### config.mk
export PLATFORM = sky130hd
export DESIGN_NAME = div
export DESIGN_NICKNAME = d
export VERILOG_FILES = /design/src/rtl/div.sv
export SDC_FILE = /design/constraint.sdc
export NUM_CORES = 1
export LEC_CHECK = 0
export ABC_AREA = 1
export BUFFER_PORTS_ARGS = -buffer_cell sky130_fd_sc_hd__buf_2
export CELL_PAD_IN_SITES_DETAIL_PLACEMENT = 0
export CELL_PAD_IN_SITES_GLOBAL_PLACEMENT = 1
export CORE_AREA = 4 4 175 177
export DETAILED_ROUTE_END_ITERATION = 8
export DIE_AREA = 0 0 179 181
export PLACE_DENSITY_LB_ADDON = 0.1
export SLEW_MARGIN = 10
export SYNTH_ARGS = -nofsm -noshare
export SYNTH_HDL_FRONTEND = slang
export SYNTH_SLANG_ARGS = --single-unit
### constraint.sdc
create_clock -name clk -period 3.7 [get_ports clk]
set_input_delay 0.185 -clock clk [delete_from_list [all_inputs] [get_ports clk]]
set_output_delay 0.185 -clock clk [all_outputs]
set_load 0.005 [all_outputs]
### src/rtl/div.sv
// div: multi-cycle radix-2 restoring divider for the EX stage.
//
// Performs DIV (signed) and DIVU (unsigned) by running one shift/subtract
// iteration per clock on the absolute values of the operands. The quotient
// and remainder signs are fixed up at the end. EX holds start_i high and
// stalls the pipeline until ready_o is seen.
//
// Ports:
//   clk           system clock, rising edge
//   rst           synchronous active-high reset
//   signed_div_i  1 = DIV (signed), 0 = DIVU (unsigned)
//   opdata1_i     dividend
//   opdata2_i     divisor
//   start_i       request; held high until ready_o is seen
//   annul_i       cancels an in-flight division (flush)
//   result_o      {remainder, quotient}, registered
//   ready_o       result valid, registered
module div #(
  parameter int DATA_W = 32
) (
  input  logic                  clk,
  input  logic                  rst,
  input  logic                  signed_div_i,
  input  logic [DATA_W-1:0]     opdata1_i,
  input  logic [DATA_W-1:0]     opdata2_i,
  input  logic                  start_i,
  input  logic                  annul_i,
  output logic [2*DATA_W-1:0]   result_o,
  output logic                  ready_o
);

  localparam logic [1:0] S_FREE   = 2'b00;
  localparam logic [1:0] S_BYZERO = 2'b01;
  localparam logic [1:0] S_ON     = 2'b10;
  localparam logic [1:0] S_END    = 2'b11;

  localparam int               CNT_W    = $clog2(DATA_W + 1);
  localparam logic [CNT_W-1:0] CNT_DONE = CNT_W'(DATA_W);

  logic [1:0]          state_r;
  logic [CNT_W-1:0]    cnt_r;
  // {partial remainder, dividend/quotient bits, spare}: the dividend is
  // preloaded one bit left so each iteration's trial subtract already sees
  // the next dividend bit in the partial-remainder window.
  logic [2*DATA_W:0]   dividend_r;
  logic [DATA_W-1:0]   divisor_r;
  logic                neg_quo_r;
  logic                neg_rem_r;

  logic [DATA_W-1:0]   op1_abs_s;
  logic [DATA_W-1:0]   op2_abs_s;
  logic [DATA_W:0]     diff_s;
  logic [2*DATA_W:0]   next_dividend_s;
  logic [DATA_W-1:0]   quo_fix_s;
  logic [DATA_W-1:0]   rem_fix_s;

  // Two's-complement magnitude of a value when it is a negative signed number.
  function automatic logic [DATA_W-1:0] abs_val(input logic [DATA_W-1:0] v,
                                                input logic is_signed);
    if (is_signed && v[DATA_W-1]) begin
      return ~v + DATA_W'(1);
    end else begin
      return v;
    end
  endfunction

  // Conditional two's-complement negation used for the final sign fix-up.
  function automatic logic [DATA_W-1:0] neg_if(input logic [DATA_W-1:0] v,
                                               input logic en);
    if (en) begin
      return ~v + DATA_W'(1);
    end else begin
      return v;
    end
  endfunction

  // Operand magnitudes, captured only on the accept edge.
  always_comb begin
    op1_abs_s = abs_val(opdata1_i, signed_div_i);
    op2_abs_s = abs_val(opdata2_i, signed_div_i);
  end

  // One restoring iteration: trial subtract, keep it only if non-negative.
  always_comb begin
    diff_s = {1'b0, dividend_r[2*DATA_W-1:DATA_W]} - {1'b0, divisor_r};
    if (diff_s[DATA_W]) begin
      next_dividend_s = {dividend_r[2*DATA_W-1:0], 1'b0};
    end else begin
      next_dividend_s = {diff_s[DATA_W-1:0], dividend_r[DATA_W-1:0], 1'b1};
    end
  end

  // Sign correction of the finished magnitudes. The remainder sits one bit
  // higher than the quotient because of the preload shift.
  always_comb begin
    quo_fix_s = neg_if(dividend_r[DATA_W-1:0], neg_quo_r);
    rem_fix_s = neg_if(dividend_r[2*DATA_W:DATA_W+1], neg_rem_r);
  end

  // Control FSM, iteration datapath and registered outputs.
  always_ff @(posedge clk) begin
    if (rst) begin
      state_r    <= S_FREE;
      cnt_r      <= {CNT_W{1'b0}};
      dividend_r <= {(2*DATA_W+1){1'b0}};
      divisor_r  <= {DATA_W{1'b0}};
      neg_quo_r  <= 1'b0;
      neg_rem_r  <= 1'b0;
      result_o   <= {(2*DATA_W){1'b0}};
      ready_o    <= 1'b0;
    end else begin
      case (state_r)
        S_FREE: begin
          ready_o  <= 1'b0;
          result_o <= {(2*DATA_W){1'b0}};
          // A simultaneous annul suppresses the request entirely.
          if (start_i && !annul_i) begin
            if (opdata2_i == {DATA_W{1'b0}}) begin
              state_r <= S_BYZERO;
            end else begin
              dividend_r <= {{DATA_W{1'b0}}, op1_abs_s, 1'b0};
              divisor_r  <= op2_abs_s;
              neg_quo_r  <= signed_div_i && (opdata1_i[DATA_W-1] ^ opdata2_i[DATA_W-1]);
              neg_rem_r  <= signed_div_i && opdata1_i[DATA_W-1];
              cnt_r      <= {CNT_W{1'b0}};
              state_r    <= S_ON;
            end
          end else begin
            state_r <= S_FREE;
          end
        end
        S_BYZERO: begin
          // ready_o is raised by END on the following edge.
          ready_o  <= 1'b0;
          result_o <= {(2*DATA_W){1'b0}};
          state_r  <= S_END;
        end
        S_ON: begin
          if (annul_i) begin
            ready_o  <= 1'b0;
            result_o <= {(2*DATA_W){1'b0}};
            state_r  <= S_FREE;
          end else if (cnt_r != CNT_DONE) begin
            dividend_r <= next_dividend_s;
            cnt_r      <= cnt_r + CNT_W'(1);
          end else begin
            result_o <= {rem_fix_s, quo_fix_s};
            ready_o  <= 1'b1;
            state_r  <= S_END;
          end
        end
        S_END: begin
          if (!start_i) begin
            ready_o  <= 1'b0;
            result_o <= {(2*DATA_W){1'b0}};
            cnt_r    <= {CNT_W{1'b0}};
            state_r  <= S_FREE;
          end else begin
            ready_o <= 1'b1;
          end
        end
        default: begin
          ready_o  <= 1'b0;
          result_o <= {(2*DATA_W){1'b0}};
          state_r  <= S_FREE;
        end
      endcase
    end
  end

endmodule

* Word level (Yosys, flattened, before mapping) *
Cells that the tools add are included.

storage, ports and cells
  register bits = 172
  input bits = 69
  output and inout port bits = 65
  word-level logic and storage cells = 74

operators by class
  add/subtract/negate cells = 6
  eq/ne operators = 10
  muxes and demuxes = 30
  bitwise gates (word level) = 6
  reductions and logical operators = 14

operators with widths
  operator               count
  $mux 65                5
  $mux 64                3
  $pmux 64 s3            1
  $pmux 65 s2            1
  $add 32x1->32 const B  4
  $mux 32                4
  $not 32->32            4
  $sub 32x32->33         1
  $logic_not 32->1       1
  $mux 6                 5
  $pmux 6 s3             1
  $mux 2                 5
  $ne 2x2->1 const B     5
  $pmux 2 s4             1
  $add 6x1->6 const B    1
  $ne 6x6->1 const B     1
  $reduce_and 6->1       1
  $reduce_and 5->1       1
  $eq 2x2->1 const B     2
  $logic_and 1x1->1      4
  $mux 1                 3
  $ne 3x3->1 const B     1
  $pmux 1 s3             1
  $reduce_and 3->1       1
  other kinds (9)        9

* Depth between registers and ports, before layout *
Gate-level depths: netlist (run 1).

  depth in word-level cells = 6
  gate-level depth with buffers = 17
  gate-level depth less buffers = 16

* Least setup slack after synthesis (run 1) *
No wires, ideal clock.

  path kind = flip-flop to flip-flop
  start = register dividend_r[32]
  end = register dividend_r[53]
  library setup time = 0.132 ns
  arrival = 1.890 ns
  data required time = 3.568 ns
  setup slack = 1.678 ns
  cell stages (with the launch flop) = 15
  buffers on the path = 1
  period minus slack after synthesis = 2.022 ns
  cell sequence = dfxtp_1 inv_1 ha_1 fa_1 nor2_1 o21ai_1 nand2_2 nand2_1 nand2_2 nand2_4 nand2_4 buf_2 nand3_1 nand2_1 a21oi_1

on the way
  word-level cells in the longest chain between the ends = 5

RTL lines
  item                    line  RTL
  start, declared         45    logic [2*DATA_W:0] dividend_r;
  start signal, assigned  105   dividend_r <= {(2*DATA_W+1){1'b0}};
  start signal, assigned  121   dividend_r <= {{DATA_W{1'b0}}, op1_abs_s, 1'b0};
  start signal, assigned  144   dividend_r <= next_dividend_s;
  $sub 32x32->33          85    diff_s = {1'b0, dividend_r[2*DATA_W-1:DATA_W]} - {1'b0, divisor_r};
  $mux 65                 86    if (diff_s[DATA_W]) begin
  $mux 65                 143   end else if (cnt_r != CNT_DONE) begin
  $mux 65                 139   if (annul_i) begin
  $pmux 65 s2             112   case (state_r)

No other way between the ends. The select of a mux whose other input is x is not followed.
A chain may end at the register's enable or synchronous reset.

* Final worst setup path (run 1) *
  start = register state_r[0]
  end = register divisor_r[28]

on the way
  word-level cells in the longest chain between the ends = 2

RTL lines
  item                        line  RTL
  start, declared             40    logic [1:0] state_r;
  start signal, assigned      103   state_r <= S_FREE;
  start signal, assigned      119   state_r <= S_BYZERO;
  start signal, assigned      126   state_r <= S_ON;
  $logic_not 2->1             112
  $reduce_and 3->1 (no line)  --
  end signal, assigned        106   divisor_r <= {DATA_W{1'b0}};
  end signal, assigned        122   divisor_r <= op2_abs_s;
  end, declared               46    logic [DATA_W-1:0] divisor_r;

No other way between the ends.

==> impl_metrics.toml, run 1 <==
[pwr]
switching_power_uw = 1950
p_comb_share_pct = 27.8
clock_power_share_pct = 33.7
powerDensity_nw_per_um2 = 367
seqPwrFrac_pct = 38.6
total_power_uw = 5280
ir_worst_vdd_v = 0.000321
switching_share_pct = 36.9
internal_power_uw = 3330
p_leak_uw = 0.00722

[yosys]
synth_top_area_cell = "dfxtp_1"
seq_area_frac_synth_pct = 26.6
synth.distinct_cells = 53
synthMuxAreaShare_pct = 0
synth_common_cells = "664 x nand2_1, 288 x inv_1, 209 x a21oi_1"
synthXorXnorAreaFrac_pct = 3.72
synth_nets = 2291
yosysWarnings = 0
synthAdderAreaFrac_pct = 3.92
async_reset_ff_share_pct = 0
synth-seq-cells = 172
synth.top_cell.area_share_pct = 26.6
yosysMostFrequentCell = "nand2_1"
synth_top_family_by_area = "simple AND/OR/NAND/NOR gates"
synth_edf_count = 0
synth_simple_gate_area_share_pct = 38.9
ys.flop_type = "dfxtp_1"
synth-compound-area-share_pct = 15.2
syn_area_per_cell_sq_um = 5.94
synth.area.top_cells = "dfxtp_1 27%, nand2_1 19%, inv_1 8.3%"
syn_inst = 2182
syn_area_sq_um = 13000

[timing]
worst_clock_skew_ns = 0.0125
fmax_mhz = 342
relSlewSlack_pct = 38.0
tightest_slew_ns = 0.929
finalSetupTns_ns = 0
final_hold_viol_count = 0
setup_violations = 0
fin_crit_ns = 2.93
fin_crit_sh_pct = 79.1
slew_violations = 0
fin_hold_ws_ns = 0.0511
rsz0062_at_grt = "false"

[clock_network]
cts_hold_buffers = 0
tritoncts = "done"
worstSkewPairLatency_ns = 0.45
ctsResizeCount = 0
numCtsBuffers = 17
clk_path_buf_depth = 2
cts-root-buf = "clkbuf_16"
cts_max_level = 4
clkTransAtPathRegs_ns = 0.07
cts_setup_buffers = 0
cts_sinks = 172

[cells_and_area]
fin_util_pct = 49.2
num-fill-cells = 3190
syn2layout_area_growth_pct = 11.0
drive_above_1_share_pct = 11.1
stdcell_count = 2670
diodes = 0
fin_nets = 2378

[setup_path]
rrSetupSlack_ns = 0.77
start_kind = "flip-flop"
path_cells = "nor2_1, inv_1, nor2_1, nand2_2, inv_2, o21ai_0, a21oi_1, nor2_1"
crit_path_end_kind = "flip-flop"
max_stage_delay_ns = 0.78
slowest_stage = "inv_2"
path_common_cell = "nor2_1"
critPathKind = "reg2reg"
cp.required_ns = 4.01
cp_max_fo = 56
crit_family = "buffers and inverters"
crit_arrival_ns = 3.23
path_buf_inv = 2

[floorplanning]
ioPinCount = 134
placementRows = 63
design.core.area_sq_um = 29200
start_util_pct = 44.3
chipHeight_microns = 181
die_x_microns = 179
dieArea_sq_um = 32400

[job]
maxCapViolCount = 0

[placed_design]
numPortBuffers = 133
gp_congestion = 0.936
dp_cells = 2640
dp_hpwl_mm = 35.3

[drt]
drt_iter0_drc = 1325
vias = 13800
wirelength_mm = 45.0
vias_per_cell = 5.16
drt.antenna.violating_nets = 0
wl_per_cell_microns = 16.8
dr.pass1.iters = 5
drcViolationCount = 0

[global_route]
grt_max_degree = 73
grt_antenna_before_repair = 0
grtUsageTotal_pct = 27.4
grt_pass1_vias = 12600
overflow = 0
grt_pass1_wl_mm = 69.8

[worst_hold_path]
hp-class = "in2reg"

[status]
status = "finished, final reports clean"
## flip-flops by register name, summed over array words and instances, names as in the netlist
| name | count |
|---|---|
| cnt_r | 6 |
| neg_quo_r | 1 |
| neg_rem_r | 1 |
| ready_o | 1 |
| result_o | 64 |
| dividend_r | 65 |
| divisor_r | 32 |
| state_r | 2 |
## layer usage
layer  vias up  share of wire, %  global-route usage (%)
met5         -                 0                       0
met4         0               1.4                    5.19
met3        41               6.1                    3.85
met2       400                42                    40.9
met1      6190                50                    42.0
li1       7157                 -                       -
## per-stage QoR
stage	cell area [sq um]	setup slack, ns
after floorplan	13000	1.68
after global placement	13800	0.643
after detailed placement	13800	0.636
after CTS	14400	0.869
after global routing	14400	0.605
final	14400	0.774
## cell families (layout without fill, tap and decap cells)
group,Yosys count,in the layout
AOI/OAI and AO/OA,363,363
xor gates and xnor gates,55,55
adders and majority gates,40,40
buffers and inverters,377,475
DFF,172,172
and+or+nand+nor,1175,1175
## layout by cell type (no fill, tap or decap), types with 17 or more instances in the layout
cell type	n
nand2_1	664
inv_1	288
a21oi_1	209
nand3_1	199
nor2_1	198
dfxtp_1	172
buf_2	132
o21ai_0	84
ha_1	39
xor2_1	36
nand4_1	30
xnor2_1	19
o21ai_1	18
clkbuf_16	17
## worst register-to-register path, cell delays in order, from the launching register on
cell	delay, ns
dfxtp_1	0.35
nor2_1	0.23
inv_1	0.07
nor2_1	0.17
nand2_2	0.28
inv_2	0.79
o21ai_0	0.19
a21oi_1	0.64
nor2_1	0.08
## final cells by class
type                            instances  area, sq um  share of cell area (%)
Tap cell                              390          488                    3.39
Inverter                              302         1140                    7.89
Clock buffer                           20          447                    3.10
Sequential cell                       172         3440                    23.9
Clock inverter                         10          109                   0.756
Multi-Input combinational cell       1633         8020                    55.7
Timing Repair Buffer                  143          756                    5.25
## final timing paths
kind	depth (start not counted)	end	from
max reg2reg	8	divisor_r[28]	state_r[0]
min	3	divisor_r[0]	opdata2_i[0]
max	8	divisor_r[28]	state_r[0]
min reg2reg	2	result_o[43]	result_o[43]
## power groups by stage
stage | registers, uW | logic, uW | clock network (uW)
after floorplan | 2040 | 1040 | 0
after global placement | 2070 | 1440 | 0
after detailed placement | 2070 | 1440 | 0
after CTS | 2030 | 1440 | 1810
after global routing | 2050 | 1640 | 1860
final | 2040 | 1470 | 1780
(Power assumes the default switching activity.)
==> run 2: changes to the inputs <==
- ABC_AREA: 1 -> 0
- CORE_AREA: 4 4 175 177 -> 4 4 162 164
- DIE_AREA: 0 0 179 181 -> 0 0 166 168
- clock period: 3.7 -> 2.9 ns (I/O delays scaled with it)
==> impl_metrics.toml, run 2 <==
[placed_design]
gp_congestion = 0.890
dp_hpwl_mm = 26.1
place_area_sq_um = 12400
numPortBuffers = 133

[job]
maxCapViolCount = 0

[drt]
wirelength_mm = 33.6
vias_per_cell = 5.59
drcViolationCount = 0
wl_per_cell_microns = 17.9
vias = 10500
drt_iter0_drc = 775
drt.antenna.violating_nets = 0
dr.pass1.iters = 5

[global_route]
grtUsageMet1_pct = 31.6
overflow = 0
grtUsageTotal_pct = 23.6
use_met3_pct = 3.73
grt_antenna_before_repair = 0
grt_max_degree = 61
grt_pass1_vias = 10000
met2_usage_pct = 39.6
grt_pass1_wl_mm = 53.9
busiest_layer = "met2"

[pwr]
ir_worst_vdd_v = 0.000350
p_leak_uw = 0.00555
total_power_uw = 6250
powerDensity_nw_per_um2 = 476

[timing]
fin_crit_ns = 2.83
tightest_slew_ns = 0.711
relSlewSlack_pct = 52.4
rsz0062_at_grt = "true"
setup_violations = 0
finalSetupTns_ns = 0
final_hold_viol_count = 0
fin_crit_sh_pct = 97.4
fmax_mhz = 354
slew_violations = 0
worst_clock_skew_ns = 0.0122

[worst_hold_path]
hold_depth = 3
hold_start = "opdata2_i[0]"
hp-class = "in2reg"
min_to = "divisor_r[0]"

[setup_path]
r2r-end = "result_o[26]"
crit_arrival_ns = 3.15
crit_path_end_kind = "flip-flop"
r2r_start = "dividend_r[6]"
cp.required_ns = 3.23
slowest_stage = "or4_4"
max_stage_delay_ns = 0.57
path_cells = "or4_4, nor4_4, nand3_2, or2_4, or4b_4, o31ai_2, xnor2_1, a22o_1"
start_kind = "flip-flop"
rrSetupSlack_ns = 0.07
critPathKind = "reg2reg"
cp_max_fo = 7
rr_worst_depth = 8

[floorplanning]
design.core.area_sq_um = 24900
dieArea_sq_um = 27900
start_util_pct = 43.5
chipHeight_microns = 168
placementRows = 58
ioPinCount = 134
die_x_microns = 166

[yosys]
synth-compound-area-share_pct = 26.0
synth_nets = 1473
synth_top_area_cell = "dfxtp_1"
syn_inst = 1364
synth_edf_count = 0
synth_simple_gate_area_share_pct = 20.3
seq_area_frac_synth_pct = 31.8
yosysMostFrequentCell = "dfxtp_1"
syn_area_per_cell_sq_um = 7.94
async_reset_ff_share_pct = 0
synth-seq-cells = 172
synth.distinct_cells = 74
syn_area_sq_um = 10800
yosysWarnings = 0
synth.area.top_cells = "dfxtp_1 32%, xor2_1 6.2%, nor2_1 5.5%"
synthMuxAreaShare_pct = 0.647
synth.top_cell.area_share_pct = 31.8
synthXorXnorAreaFrac_pct = 11.7
ys.flop_type = "dfxtp_1"
synth_common_cells = "172 x dfxtp_1, 159 x nor2_1, 121 x nand2_1"
synthAdderAreaFrac_pct = 4.69
synth_top_family_by_area = "compound AO/OA/AOI/OAI gates"

[cells_and_area]
regMostFlops = "dividend_r"
diodes = 0
largest_registers = "dividend_r: 65 flops, result_o: 64 flops, divisor_r: 32 flops"
layout_commonest_cell = "dfxtp_1"
multi_input_area_sq_um = 6980
drive_above_1_share_pct = 20.5
final_cell_mix = "170 x dfxtp_1, 157 x nor2_1, 132 x buf_2, 119 x nand2_1, 110 x a21oi_1"
stdcell_area_sq_um = 13100
regArea_sq_um = 3450
fin_nets = 1645
largest_reg_flops = 65
num-fill-cells = 2467
syn2layout_area_growth_pct = 21.2

[clock_network]
numCtsBuffers = 17
cts_hold_buffers = 0
tritoncts = "done"
cts_max_level = 4
cts_sinks = 172
clkTransAtPathRegs_ns = 0.07
cts-root-buf = "clkbuf_16"
clk_path_buf_depth = 2
worstSkewPairLatency_ns = 0.44

[status]
status = "finished, final reports clean"
==> run 2: power breakdown <==
group          internal [uW]  switching [uW]  leakage, uW
Clock                   1240            1140     0.000285
Sequential              2440            91.7      0.00140
Combinational            544             795      0.00387
==> run 2: how the worst max path moves through the flow <==
stage | end | slack [ns] | start | cells after the start
global placement | divisor_r[25] | -0.009 | opdata2_i[0] | 9
global route | dividend_r[56] | -0.01 | dividend_r[32] | 12
floorplan | dividend_r[60] | 0.06 | dividend_r[37] | 11
finish | result_o[26] | 0.07 | dividend_r[6] | 8
CTS | dividend_r[56] | 0.03 | dividend_r[32] | 11
detailed placement | dividend_r[61] | -0.02 | dividend_r[32] | 11
==> run 2: worst max-delay path: cells and delay by family, from the launching register on <==
family,cells,cell delay [ns]
flops,1,0.37
simple gates,5,1.84
xor+xnor,1,0.10
compound gates,2,0.40
==> run 2: area by class of cell <==
type / count / share of cell area, %
Clock buffer: 17 / 3.24
Clock inverter: 15 / 1.34
Inverter: 53 / 1.52
Multi-Input combinational cell: 1061 / 53.2
Sequential cell: 172 / 26.3
Tap cell: 330 / 3.15
Timing Repair Buffer: 231 / 11.3
==> run 2: routing by layer <==
metal | up-vias | part of all wire [%]
met3 | 45 | 3.9
met2 | 225 | 47
met4 | 0 | 2.4
li1 | 5288 | -
met1 | 4942 | 47
met5 | - | 0
==> run 2: cell families (layout without fill, tap and decap cells) <==
group           after synthesis  in the layout
compound gates              422            422
xor+xnor                    145            145
fa+ha+maj                    40             40
buf+inv                     131            316
flops                       172            172
mux                           7              7
simple gates                447            447
==> run 2: timing repair <==
action	4_1_cts	5_1_grt
buffers inserted	0	1
gates resized for setup	2	24
pin swaps	0	7
endpoints found under the setup margin	3	35
==> run 2: metrics by stage <==
| stage | cells | setup slack, ns | utilization (%) | hold WS (ns) |
|---|---|---|---|---|
| after floorplan | 1364 | 0.0618 | - | 0.292 |
| after global placement | 1846 | -0.00857 | 49.9 | 0.449 |
| after detailed placement | 1846 | -0.0173 | 49.9 | 0.452 |
| after CTS | 1878 | 0.0311 | 52.3 | 0.0133 |
| after global routing | 1879 | -0.0116 | 52.7 | 0.0317 |
| final | 1879 | 0.0743 | 52.7 | 0.0147 |
